==> src/rtl/bp_fe_lce_resp_arb_pkg.sv <==
// Shared types for the FE LCE response arbiter.
// Source ids select which producer's response is written into the output FIFO.
package bp_fe_lce_resp_arb_pkg;

  typedef enum logic {
    e_resp_src_req = 1'b0,
    e_resp_src_cmd = 1'b1
  } bp_fe_resp_src_e;

endpackage

==> src/rtl/bp_fe_lce_resp_fifo.sv <==
// Two-entry ready/valid FIFO that buffers granted LCE responses.
// The head is always driven straight from storage, so it holds steady while ready is low.
module bp_fe_lce_resp_fifo #(
  parameter int width_p = 64
) (
  input  logic               clk_i,
  input  logic               reset_n_i,
  input  logic [width_p-1:0] i_data,
  input  logic               i_valid,
  output logic [width_p-1:0] o_data,
  output logic               o_valid,
  input  logic               i_ready,
  output logic [1:0]         o_count
);

  logic [width_p-1:0] r_mem [2];
  logic               r_wptr;
  logic               r_rptr;
  logic [1:0]         r_count;
  logic               w_enq;
  logic               w_deq;

  // The writer only offers data when it has already seen room; no bypass on dequeue.
  assign w_enq   = i_valid & (r_count != 2'd2);
  assign w_deq   = (r_count != 2'd0) & i_ready;
  assign o_valid = (r_count != 2'd0);
  assign o_data  = r_mem[r_rptr];
  assign o_count = r_count;

  always_ff @(posedge clk_i or negedge reset_n_i) begin
    if (!reset_n_i) begin
      r_mem[0] <= '0;
      r_mem[1] <= '0;
      r_wptr   <= 1'b0;
      r_rptr   <= 1'b0;
      r_count  <= 2'd0;
    end else begin
      if (w_enq) begin
        r_mem[r_wptr] <= i_data;
        r_wptr        <= ~r_wptr;
      end
      if (w_deq) begin
        r_rptr <= ~r_rptr;
      end
      unique case ({w_enq, w_deq})
        2'b10:   r_count <= r_count + 2'd1;
        2'b01:   r_count <= r_count - 2'd1;
        default: r_count <= r_count;
      endcase
    end
  end

  a_count_le_2: assert property (@(posedge clk_i) disable iff (!reset_n_i) r_count <= 2'd2);

endmodule

==> src/rtl/bp_fe_lce_resp_arb.sv <==
// LCE response arbiter: picks the miss-request or command producer each cycle with
// starvation-bounded fixed priority, buffers grants in a 2-entry FIFO, and reports idle for mode switches.
module bp_fe_lce_resp_arb
  import bp_fe_lce_resp_arb_pkg::*;
#(
  parameter  int resp_width_p        = 64,
  parameter  int starve_limit_p      = 4,
  localparam int starve_cnt_width_lp = $clog2(starve_limit_p + 1)
) (
  input  logic                    clk_i,
  input  logic                    reset_n_i,
  input  logic [resp_width_p-1:0] req_resp_i,
  input  logic                    req_resp_v_i,
  output logic                    req_resp_yumi_o,
  input  logic [resp_width_p-1:0] cmd_resp_i,
  input  logic                    cmd_resp_v_i,
  output logic                    cmd_resp_yumi_o,
  output logic [resp_width_p-1:0] lce_resp_o,
  output logic                    lce_resp_v_o,
  input  logic                    lce_resp_ready_i,
  input  logic                    quiesce_i,
  output logic                    idle_o,
  output logic                    starved_o
);

  localparam logic [starve_cnt_width_lp-1:0] starve_max_lp = starve_cnt_width_lp'(starve_limit_p);

  logic [starve_cnt_width_lp-1:0] r_starve_cnt;
  logic [1:0]                     w_fifo_count;
  logic                           w_can_grant;
  logic                           w_grant_v;
  bp_fe_resp_src_e                w_grant_src;
  logic [resp_width_p-1:0]        w_grant_data;

  assign starved_o = (r_starve_cnt == starve_max_lp);

  // Gating with reset keeps both yumis low while the block is held in reset.
  assign w_can_grant = reset_n_i & ~quiesce_i & (w_fifo_count != 2'd2);

  always_comb begin
    w_grant_v   = 1'b0;
    w_grant_src = e_resp_src_req;
    if (w_can_grant) begin
      if (starved_o && cmd_resp_v_i) begin
        w_grant_v   = 1'b1;
        w_grant_src = e_resp_src_cmd;
      end else if (req_resp_v_i) begin
        w_grant_v   = 1'b1;
        w_grant_src = e_resp_src_req;
      end else if (cmd_resp_v_i) begin
        w_grant_v   = 1'b1;
        w_grant_src = e_resp_src_cmd;
      end
    end
  end

  assign req_resp_yumi_o = w_grant_v & (w_grant_src == e_resp_src_req);
  assign cmd_resp_yumi_o = w_grant_v & (w_grant_src == e_resp_src_cmd);
  assign w_grant_data    = (w_grant_src == e_resp_src_cmd) ? cmd_resp_i : req_resp_i;
  assign idle_o          = (w_fifo_count == 2'd0) & ~req_resp_yumi_o & ~cmd_resp_yumi_o;

  // Counter only moves when cmd actually loses to req; quiesce/full stalls leave it untouched.
  always_ff @(posedge clk_i or negedge reset_n_i) begin
    if (!reset_n_i) begin
      r_starve_cnt <= '0;
    end else if (cmd_resp_yumi_o || !cmd_resp_v_i) begin
      r_starve_cnt <= '0;
    end else if (req_resp_yumi_o) begin
      r_starve_cnt <= starved_o ? r_starve_cnt : r_starve_cnt + 1'b1;
    end
  end

  bp_fe_lce_resp_fifo #(
    .width_p (resp_width_p)
  ) u_fifo (
    .clk_i     (clk_i),
    .reset_n_i (reset_n_i),
    .i_data    (w_grant_data),
    .i_valid   (w_grant_v),
    .o_data    (lce_resp_o),
    .o_valid   (lce_resp_v_o),
    .i_ready   (lce_resp_ready_i),
    .o_count   (w_fifo_count)
  );

  a_req_yumi_has_v: assert property (@(posedge clk_i) disable iff (!reset_n_i)
    req_resp_yumi_o |-> req_resp_v_i);
  a_cmd_yumi_has_v: assert property (@(posedge clk_i) disable iff (!reset_n_i)
    cmd_resp_yumi_o |-> cmd_resp_v_i);
  a_one_yumi: assert property (@(posedge clk_i) disable iff (!reset_n_i)
    !(req_resp_yumi_o && cmd_resp_yumi_o));
  a_req_stable: assert property (@(posedge clk_i) disable iff (!reset_n_i)
    (req_resp_v_i && !req_resp_yumi_o) |=> $stable(req_resp_i));
  a_cmd_stable: assert property (@(posedge clk_i) disable iff (!reset_n_i)
    (cmd_resp_v_i && !cmd_resp_yumi_o) |=> $stable(cmd_resp_i));

endmodule

==> config.mk <==
export PLATFORM = sky130hd
export DESIGN_NAME = bp_fe_lce_resp_arb
export DESIGN_NICKNAME = d
export VERILOG_FILES = /design/src/rtl/bp_fe_lce_resp_arb_pkg.sv /design/src/rtl/bp_fe_lce_resp_fifo.sv /design/src/rtl/bp_fe_lce_resp_arb.sv
export SDC_FILE = /design/constraint.sdc
export NUM_CORES = 1
export LEC_CHECK = 0
export BUFFER_PORTS_ARGS = -buffer_cell sky130_fd_sc_hd__buf_2
export CAP_MARGIN = 20
export CORE_MARGIN = 2
export CORE_UTILIZATION = 52
export DETAILED_ROUTE_END_ITERATION = 10
export PLACE_DENSITY = 0.83
export SLEW_MARGIN = 20
export SYNTH_ARGS = -nofsm -noshare
export SYNTH_HDL_FRONTEND = slang
export SYNTH_SLANG_ARGS = --single-unit
==> constraint.sdc <==
create_clock -name clk_i -period 2.3 [get_ports clk_i]
set_input_delay 0.46 -clock clk_i [delete_from_list [all_inputs] [get_ports clk_i]]
set_output_delay 0.46 -clock clk_i [all_outputs]
set_load 0.02 [all_outputs]
* Word-level counts from Yosys, hierarchy flattened *
Cells that the tools add are included.

operators by class
  add/sub/neg operators = 3
  magnitude comparators = 3
  equality and inequality tests = 5
  muxes and demuxes = 18
  bitwise operators = 16
  reductions and logical operators = 9

operators by type and width
  operator               count
  $mux W64               5
  $bwmux W128            1
  $demux W64 S1          1
  $mux W3                3
  $and A1 B1 Y1          8
  $mux W1                7
  $not A1 Y1             6
  $reduce_bool A2 Y1     3
  $ge A2 B2 Y1 const B   2
  $not A1 Y2             2
  $pmux W2 S2            1
  $add A3 B1 Y3 const B  1
  $eq A3 B3 Y1 const B   1
  $add A2 B1 Y2 const B  1
  $eq A2 B1 Y1 const B   1
  $eq A2 B2 Y1 const B   1
  $logic_and A1 B1 Y1    2
  $logic_not A2 Y1       1
  $lt A2 B1 Y1 const B   1
  $ne A2 B1 Y1 const B   1
  $ne A2 B2 Y1 const B   1
  $reduce_and A2 Y1      1
  $sub A2 B1 Y2 const B  1
  $logic_not A1 Y1       1
  $logic_or A1 B1 Y1     1

storage, ports and cells
  flip-flop bits (word level) = 135
  output and inout bits = 69

* Longest topological paths before layout *
Gate-level depths: netlist of the first run.

  word-level depth = 9
  mapped depth = 8
  gate-level depth less buffers = 6

* Modules after synthesis *
Synthesis of the first run repeated with hierarchy kept, for this count alone.

unflattened totals
  cells, all modules = 462
  area total of the unflattened synthesis = 7608.5 um^2

by module, submodules not included
  module               times used  cells each  area an instance (um^2)
  bp_fe_lce_resp_fifo  1           358         6343.6
  bp_fe_lce_resp_arb   1           104         1265.0

* Least setup slack after synthesis of the first run *
Ideal clock, no wire load.

  path type = flip-flop to output port
  start point = reg r_starve_cnt[0]
  end point = out req_resp_yumi_o
  arrival = 1.663 ns
  required time = 1.840 ns
  path slack = 0.177 ns
  stages on the path, launching flop included = 9
  path buffers = 2
  path through = dfrtp_1 inv_1 ha_1 a21bo_2 nand4_2 buf_6 buf_6 inv_1 nor2_1

on the way
  longest elaborated chain between the ends = 6
  elaborated cells between the ends (all ways) = 8

ends and longest elaborated chain
  element                   RTL line                  RTL
  start: declaration        bp_fe_lce_resp_arb.sv:28  logic [starve_cnt_width_lp-1:0] r_starve_cnt;
  start signal: assignment  bp_fe_lce_resp_arb.sv:69  r_starve_cnt <= starved_o ? r_starve_cnt : r_starve_cnt + 1'b1;
  $eq A3 B3 Y1 (*)          bp_fe_lce_resp_arb.sv:35  assign starved_o = (r_starve_cnt == starve_max_lp);
  $logic_and A1 B1 Y1 (*)   bp_fe_lce_resp_arb.sv:44  if (starved_o && cmd_resp_v_i) begin
  $mux W1                   bp_fe_lce_resp_arb.sv:44
  $mux W1                   bp_fe_lce_resp_arb.sv:43  if (w_can_grant) begin
  $not A1 Y1                bp_fe_lce_resp_arb.sv:57  assign req_resp_yumi_o = w_grant_v & (w_grant_src == e_resp_src_req);
  $and A1 B1 Y1 (*)         bp_fe_lce_resp_arb.sv:57
  end: declaration          bp_fe_lce_resp_arb.sv:14  output logic req_resp_yumi_o,

Every way passes the cells marked *; elsewhere a longest branch is shown, timed or not.

* Worst setup path after layout of the first run *
  start point = reg r_starve_cnt[1]
  end point = out req_resp_yumi_o

The elaborated chain is that of the path after synthesis.

==> results of run 1 <==
-- power groups by stage --
stage               Sequential [mW]  Clock [mW]  Combinational [mW]
floorplan                      3.96           0                3.94
global placement               4.06           0                5.25
detailed placement             4.19           0                5.38
CTS                            4.16        2.75                5.43
global route                   4.31        2.87                5.76
finish                         4.16        2.69                5.37
-- final cells by class --
cell class,count,area (um2)
antenna,1,2.50
clock buffer,24,502
clock inverter,8,93.8
fill,946,4260
inverter,3,11.3
multi-input combinational,290,3350
sequential,135,3380
tap,176,220
timing repair buffer,217,1270
-- synthesized netlist by cell type (all sizes together) --
cell type / instances
or2: 1
nand3b: 2
xor2: 2
a21bo: 1
nor2: 4
dfrtp: 135
nor2b: 1
a21boi: 3
nand2b: 1
and2b: 1
clkbuf: 7
nand4: 1
buf: 20
and2: 3
nor3b: 1
xnor2: 3
or3: 1
inv: 3
nand2: 3
nand4b: 2
o21ai: 1
ha: 3
mux2: 256
-- cell families after synthesis --
logic type / after synthesis
adders and majority gates: 3
and+or+nand+nor: 21
DFF: 135
AOI/OAI and AO/OA: 5
muxes: 256
xor gates and xnor gates: 5
buffers and inverters: 30
-- what timing repair did --
item,CTS,global route
hold endpoints to repair,0,0
cloned,1,0
gates resized for setup,1,2
setup endpoints to repair,2,2
pin swaps,1,1
buffers inserted,2,3
-- metrics by stage --
step	instance area, um2	TNS [ns]	instances	util, %	hold WS [ns]
3_3_place_gp	8140	0	815	62.2	0.481
3_5_place_dp	8140	0	815	62.2	0.488
6_report	8820	0	854	67.4	0.177
4_1_cts	8790	0	850	67.2	0.250
5_1_grt	8820	-0.00695	854	67.4	0.266
2_1_floorplan	6880	0	455	-	0.164
-- worst max-delay path, cell delays in order (launching register included) --
cell     delay [ns]
dfrtp_1        0.39
inv_1          0.07
ha_2           0.20
a21bo_4        0.14
nand4_4        0.11
buf_12         0.16
inv_1          0.06
nor2_1         0.05
buf_4          0.16
-- sequential cells by signal, summed over array words and instances, names as in the netlist --
signal,cells
u_fifo.r_mem,128
r_starve_cnt,3
u_fifo.o_count,2
u_fifo.r_rptr,1
u_fifo.r_wptr,1
-- path summary, 6_finish.rpt --
path / endpoint / start / depth (start not counted)
setup reg to reg: u_fifo.r_mem[72] / r_starve_cnt[1] / 8
max in group asynchronous: u_fifo.r_rptr / reset_n_i / 2
hold reg to reg: u_fifo.r_mem[53] / u_fifo.r_mem[53] / 1
setup / recovery: req_resp_yumi_o / r_starve_cnt[1] / 8
hold / removal: u_fifo.r_wptr / reset_n_i / 2
min in group clk_i: r_starve_cnt[1] / cmd_resp_v_i / 2
-- cell usage in the layout (no fill, tap or decap), types with 3 or more instances in the layout --
cell / instances
and2_1: 3
xnor2_1: 3
buf_2: 200
buf_4: 7
nor2_1: 3
buf_12: 9
mux2_2: 207
clkinv_2: 5
clkbuf_16: 17
a21boi_0: 3
nand2_1: 3
clkbuf_8: 5
dfrtp_1: 134
inv_1: 3
mux2_4: 49
-- layer usage --
metal	GRT usage, %	vias to the layer above
met1	25.0	2235
met5	0	-
met4	9.45	0
li1	-	2070
met3	6.37	30
met2	37.0	143
==> impl_metrics.ini, run 1 <==
[status]
status = finished clean

[pwr]
leakage_nw = 4.30
p_sw_mw = 4.20
internal-power_mw = 8.01
sw_frac_of_total_pct = 34.4
comb_power_share_pct = 43.9
ir_worst_vdd_mv = 0.716
powerDensity_mw_per_mm2 = 1380
pwr-share-clk_pct = 22.0
p_seq_share_pct = 34.1
power_mw = 12.2

[global_routing]
grt_pass1_wl_um = 23700
track_usage_pct = 21.6
grt_pass1_vias = 4886
antenna_found_initial = 1
grt_max_degree = 136
grt-ovfl-total = 0

[synth]
synth-seq-cells = 135
synth_compound_area_share_pct = 0.545
syn-cell-area_mm2 = 0.00688
yosysUniqueCellTypes = 27
netlist.area_leader.share_pct = 49.1
synthCells = 455
synth_xor_area_share_pct = 0.636
synth_top_family_by_area = multiplexers
synth_top_area_cell = dfrtp_1
synthSimpleGateAreaFrac_pct = 2.09
synthMuxAreaShare_pct = 44.6
avgSynthCellArea_um2 = 15.1
ys_warn_count = 0
synth_nets = 592
yosysSeqAreaShare_pct = 49.1
synthAdderAreaFrac_pct = 0.545
yosys-top-cells-area = dfrtp_1 49%, mux2_2 34%, mux2_4 11%

[placed_design]
gp_congestion = 0.756
dp_hpwl_um = 9750
io_buffer_count = 202
post-place-ws_ns = 0.175

[route]
ant_nets = 0
top_layer = met4
vias = 4478
drt_iter0_markers = 200
wire_per_inst_um = 17.0
met1_length_um = 5970
first_pass_iters = 6
met3WireLength_um = 856
drt-total-wl_um = 14500
met2_length_um = 7350
drc_errors = 0
vias_per_cell = 5.24

[clock_network]
clk_latency_ns = 0.41
clock-sinks = 135
cts_tree = yes
cts-root-buf = clkbuf_16
cts_made_buffers = 17
clk_pin_slew_ns = 0.05
hold_buffers = 0
htreeDepth = 4
clk_path_buf_depth = 2

[floorplanning]
die_area_mm2 = 0.0142
core_region_area_mm2 = 0.0131
die_height_um = 119
rows = 42
die_w_um = 119
start_util_pct = 52.6
io_pins = 203

[timing]
slew_headroom_pct = 50.9
drv_slew = 0
finalSetupViolCount = 0
fin_crit_sh_pct = 96.1
fin_ws_ns = 0.0895
fmax_mhz = 452
skew_ns = 0.00602
fin_crit_ns = 2.21
hold_violations = 0
worstMarginPinSlew_ns = 0.736

[critical_path]
start_kind = flop
rrSetupSlack_ns = 0.22
arrival_ns = 1.75
end_kind = primary output
worst-setup-path-type = reg -> out
worstPathRequired_ns = 1.84
crit_path_max_fanout = 3

[finish]
drive_gt1_share_pct = 75.5
nets = 801
syn_to_final_growth_pct = 28.2

[flow_run]
max_cap_violations = 0

[worst_hold_path]
hp-class = in -> async
(Power assumes the default switching activity.)
==> run 2, diff against run 1 <==
--- a/config.mk
+++ b/config.mk
@@ -7,7 +7,7 @@
 export LEC_CHECK = 0
 export BUFFER_PORTS_ARGS = -buffer_cell sky130_fd_sc_hd__buf_2
 export CAP_MARGIN = 20
-export CORE_MARGIN = 2
+export CORE_MARGIN = 8
 export CORE_UTILIZATION = 52
 export DETAILED_ROUTE_END_ITERATION = 10
 export PLACE_DENSITY = 0.83
==> impl_metrics.ini, run 2 (same netlist as run 1, synthesis figures left out) <==
[status]
status = finished clean

[pwr]
p_seq_share_pct = 34.2
powerDensity_mw_per_mm2 = 1380
ir_worst_vdd_mv = 0.834
pwr-share-clk_pct = 21.3
p_sw_mw = 4.21
power_mw = 12.1
internal-power_mw = 7.92
sw_frac_of_total_pct = 34.7
comb_power_share_pct = 44.5
leakage_nw = 4.28

[critical_path]
start_kind = flop
worstPathRequired_ns = 1.84
arrival_ns = 1.74
crit_path_max_fanout = 3
worst-setup-path-type = reg -> out
end_kind = primary output

[floorplanning]
start_util_pct = 52.6
die_height_um = 131
die_area_mm2 = 0.0172
rows = 42
core_region_area_mm2 = 0.0131
die_w_um = 131
io_pins = 203

[clock_network]
clock-sinks = 135
clk_pin_slew_ns = 0.05
cts-root-buf = clkbuf_16
clk_path_buf_depth = 2
cts_made_buffers = 17
htreeDepth = 4
cts_tree = yes
clk_latency_ns = 0.41

[finish]
antenna_cells = 0
drive_gt1_share_pct = 74.9
top_register = u_fifo.r_mem
nFillCells = 958
largest_register_ffs = 128
syn_to_final_growth_pct = 27.4
final_cell_mix = 207 x mux2_2, 200 x buf_2, 134 x dfrtp_1
nets = 803
final_common_cell = mux2_2

[timing]
slew_headroom_pct = 41.7
skew_ns = 0.00510
drv_slew = 0
fin_crit_sh_pct = 95.6
fmax_mhz = 455
finalSetupTns_ns = 0
fin_crit_ns = 2.20
finalSetupViolCount = 0
hold_violations = 0
worstMarginPinSlew_ns = 0.875
rsz0062_at_grt = false

[worst_hold_path]
hp-class = in -> async

[global_routing]
antenna_found_initial = 0
grt-ovfl-total = 0
track_usage_pct = 19.2
grt_max_degree = 70
grt_pass1_wl_um = 25400
grt_pass1_vias = 5194

[route]
vias = 4420
drt_iter0_markers = 162
first_pass_iters = 4
wire_per_inst_um = 18.4
ant_nets = 0
drt-total-wl_um = 15700
vias_per_cell = 5.19
drc_errors = 0

[placed_design]
gp_congestion = 0.740
dp_hpwl_um = 11000
io_buffer_count = 202

[flow_run]
max_cap_violations = 0
## run 2: cell count changes in the layout (fill, tap and decap cells not counted), sizes merged
cell         delta
buf             +1
clkbuf          +1
clkinv          -4
diode           -1
dlygate4sd3     +1
## run 2: power groups by stage
| stage | logic [mW] | registers, mW | clock network [mW] |
|---|---|---|---|
| final | 5.39 | 4.16 | 2.58 |
| after global routing | 5.81 | 4.29 | 2.75 |
| after CTS | 5.49 | 4.15 | 2.64 |
| after detailed placement | 5.43 | 4.18 | 0 |
| after global placement | 5.30 | 4.06 | 0 |
| after floorplan | 3.94 | 3.96 | 0 |
## run 2: repair_timing
action,in CTS,in global routing
cloned,1,0
hold buffers,1,0
pin swaps,1,0
buffers inserted,3,1
gates resized for setup,1,1
endpoints found under the setup margin,2,1
hold endpoints to repair,8,0
## run 2: final timing paths
path                       cells past startpoint  slack [ns]        startpoint                end
max                                            8        0.10   r_starve_cnt[1]    req_resp_yumi_o
min                                            2        0.21         reset_n_i   u_fifo.r_mem[10]
max in group asynchronous                      2        1.45         reset_n_i  u_fifo.r_mem[112]
max reg2reg                                    8        0.16   r_starve_cnt[1]   u_fifo.r_mem[77]
min reg2reg                                    1        0.50  u_fifo.r_mem[32]   u_fifo.r_mem[32]
min in group clk_i                             2        0.35      cmd_resp_v_i    r_starve_cnt[2]
## run 2: area by class of cell
type                    count  area, um2  share of cell area, %
inverters                   3       11.3                  0.128
clock inverters             4       70.1                  0.799
multi-input cells         290       3340                   38.1
well taps                 176        220                   2.51
flip-flops and latches    135       3380                   38.5
repair buffers            219       1260                   14.4
clock buffers              25        485                   5.54
## run 2: worst max-delay path: stages (launching register included)
cell     delay [ns]
dfrtp_1        0.36
inv_1          0.05
ha_1           0.21
a21bo_2        0.25
nand4_4        0.08
buf_12         0.10
inv_1          0.04
nor2_2         0.09
buf_4          0.15
## run 2: routing by layer
metal	vias up	track usage [%]	share of wire [%]
li1	2057	-	-
met1	2209	22.9	43
met2	139	32.3	49
met3	15	5.14	6.6
met4	0	7.49	1.3
met5	-	0	0
## run 2: through the flow
step                      hold WS, ns  area [um2]  setup WS [ns]  util, %  std cells
after floorplan                 0.164        6880          0.177        -        455
after global placement          0.266        8140          0.240     62.2        817
after CTS                       0.226        8760         0.0362     66.9        851
final                           0.206        8770          0.100     67.0        852
after global routing            0.263        8770        0.00463     67.0        852
after detailed placement        0.267        8140          0.210     62.2        817
==> run 3, diff against run 2 <==
==> constraint.sdc (replaced) <==
create_clock -name clk_i -period 2.3 [get_ports clk_i]
set_input_delay 0.46 -clock clk_i [delete_from_list [all_inputs] [get_ports clk_i]]
set_output_delay 0.46 -clock clk_i [all_outputs]
set_load 0.005 [all_outputs]
==> impl_metrics.ini, run 3 (same netlist as run 1, synthesis figures left out) <==
[pwr]
p_sw_mw = 3.24
leakage_nw = 4.30
power_mw = 11.3
powerDensity_mw_per_mm2 = 1280
pwr-share-clk_pct = 24.2
p_seq_share_pct = 36.9
sw_frac_of_total_pct = 28.8
ir_worst_vdd_mv = 0.677
comb_power_share_pct = 38.8
internal-power_mw = 8.02

[critical_path]
arrival_ns = 1.71
r2r_cells = 8
worstReg2RegEnd = u_fifo.r_mem[127]
rrSetupSlack_ns = 0.21
crit_path_max_fanout = 27
worstPathRequired_ns = 1.84
timing.rr.start = r_starve_cnt[0]
end_kind = primary output
worst-setup-path-type = reg -> out
start_kind = flop
endpoint = lce_resp_o[55]
setup.worst_path.start = u_fifo.r_rptr

[timing]
fmax_mhz = 461
slew_headroom_pct = 42.6
finalSetupViolCount = 0
drv_slew = 0
skew_ns = 0.00374
rsz0062_at_grt = false
worstMarginPinSlew_ns = 0.862
fin_crit_sh_pct = 94.3
fin_crit_ns = 2.17
finalSetupTns_ns = 0
hold_violations = 0

[floorplanning]
core_region_area_mm2 = 0.0131
start_util_pct = 52.6
io_pins = 203
die_w_um = 131
rows = 42
die_area_mm2 = 0.0172
die_height_um = 131

[clock_network]
clk_path_buf_depth = 2
clk_latency_ns = 0.41
cts_tree = yes
clock-sinks = 135
htreeDepth = 4
ctsResizeCount = 0
clk_pin_slew_ns = 0.05
cts-root-buf = clkbuf_16
cts_made_buffers = 17
hold_buffers = 0

[global_routing]
grt_max_degree = 70
grt_pass1_vias = 5194
grt_pass1_wl_um = 25600
track_usage_pct = 19.3
antenna_found_initial = 0
grt-ovfl-total = 0

[worst_hold_path]
hp-class = in -> async

[finish]
antenna_cells = 0
final_common_cell = mux2_2
nets = 804
drive_gt1_share_pct = 75.3
largest_register_ffs = 128
syn_to_final_growth_pct = 28.1
top_register = u_fifo.r_mem
final_cell_mix = 207 x mux2_2, 201 x buf_2, 134 x dfrtp_1

[status]
status = finished clean

[flow_run]
max_cap_violations = 0

[route]
drc_errors = 0
vias = 4487
first_pass_iters = 4
wire_per_inst_um = 18.5
ant_nets = 0
drt_iter0_markers = 152
vias_per_cell = 5.24
drt-total-wl_um = 15900

[placed_design]
io_buffer_count = 202
dp_hpwl_um = 11100
gp_congestion = 0.749
[run 3: stage by stage]
step	setup WS (ns)	instance area (um2)	util (%)	hold WS (ns)	instances
after detailed placement	0.180	8140	62.2	0.487	817
after floorplan	0.392	6880	-	0.164	455
after CTS	0.00649	8780	67.1	0.262	852
final	0.131	8810	67.4	0.232	856
after global placement	0.259	8140	62.2	0.481	817
after global routing	0.00268	8810	67.4	0.311	856
[run 3: power groups by stage]
stage / clock (mW) / combinational, mW / sequential, mW
finish: 2.73 / 4.37 / 4.16
global route: 2.89 / 4.75 / 4.31
CTS: 2.78 / 4.45 / 4.15
detailed placement: 0 / 4.39 / 4.18
global placement: 0 / 4.26 / 4.06
floorplan: 0 / 2.86 / 3.96
[run 3: how the worst min path moves through the flow]
stage | cells past startpoint | endpoint | start
floorplan | 0 | r_starve_cnt[0] | reset_n_i
global placement | 1 | u_fifo.r_mem[35] | u_fifo.r_mem[35]
detailed placement | 1 | u_fifo.r_mem[32] | u_fifo.r_mem[32]
CTS | 2 | u_fifo.o_count[0] | reset_n_i
global route | 2 | u_fifo.r_mem[74] | reset_n_i
finish | 2 | u_fifo.r_mem[4] | reset_n_i
[run 3: layer usage]
| metal | GRT usage (%) | vias up | routed length (um) |
|---|---|---|---|
| li1 | - | 2071 | - |
| met1 | 22.3 | 2252 | 6500 |
| met2 | 32.9 | 143 | 7970 |
| met3 | 5.46 | 21 | 1130 |
| met4 | 7.77 | 0 | 268 |
| met5 | 0 | - | 0 |
[run 3: layout make-up]
type | instances | area (um2)
Fill cell | 909 | 4270
Timing Repair Buffer | 220 | 1260
Tap cell | 176 | 220
Sequential cell | 135 | 3380
Clock buffer | 23 | 478
Inverter | 3 | 11.3
Clock inverter | 9 | 123
Multi-Input combinational cell | 290 | 3340
[run 3: worst max-delay path, stage by stage, from the launching register on]
cell and delay (ns):
dfrtp_2 0.38, buf_4 0.37, mux2_2 0.40, buf_2 0.13
[run 3: what timing repair did]
| item | 4_1_cts | 5_1_grt |
|---|---|---|
| cloned | 1 | 0 |
| endpoints found under the setup margin | 2 | 2 |
| pin swaps | 1 | 0 |
| hold endpoints to repair | 0 | 0 |
| buffers inserted | 2 | 4 |
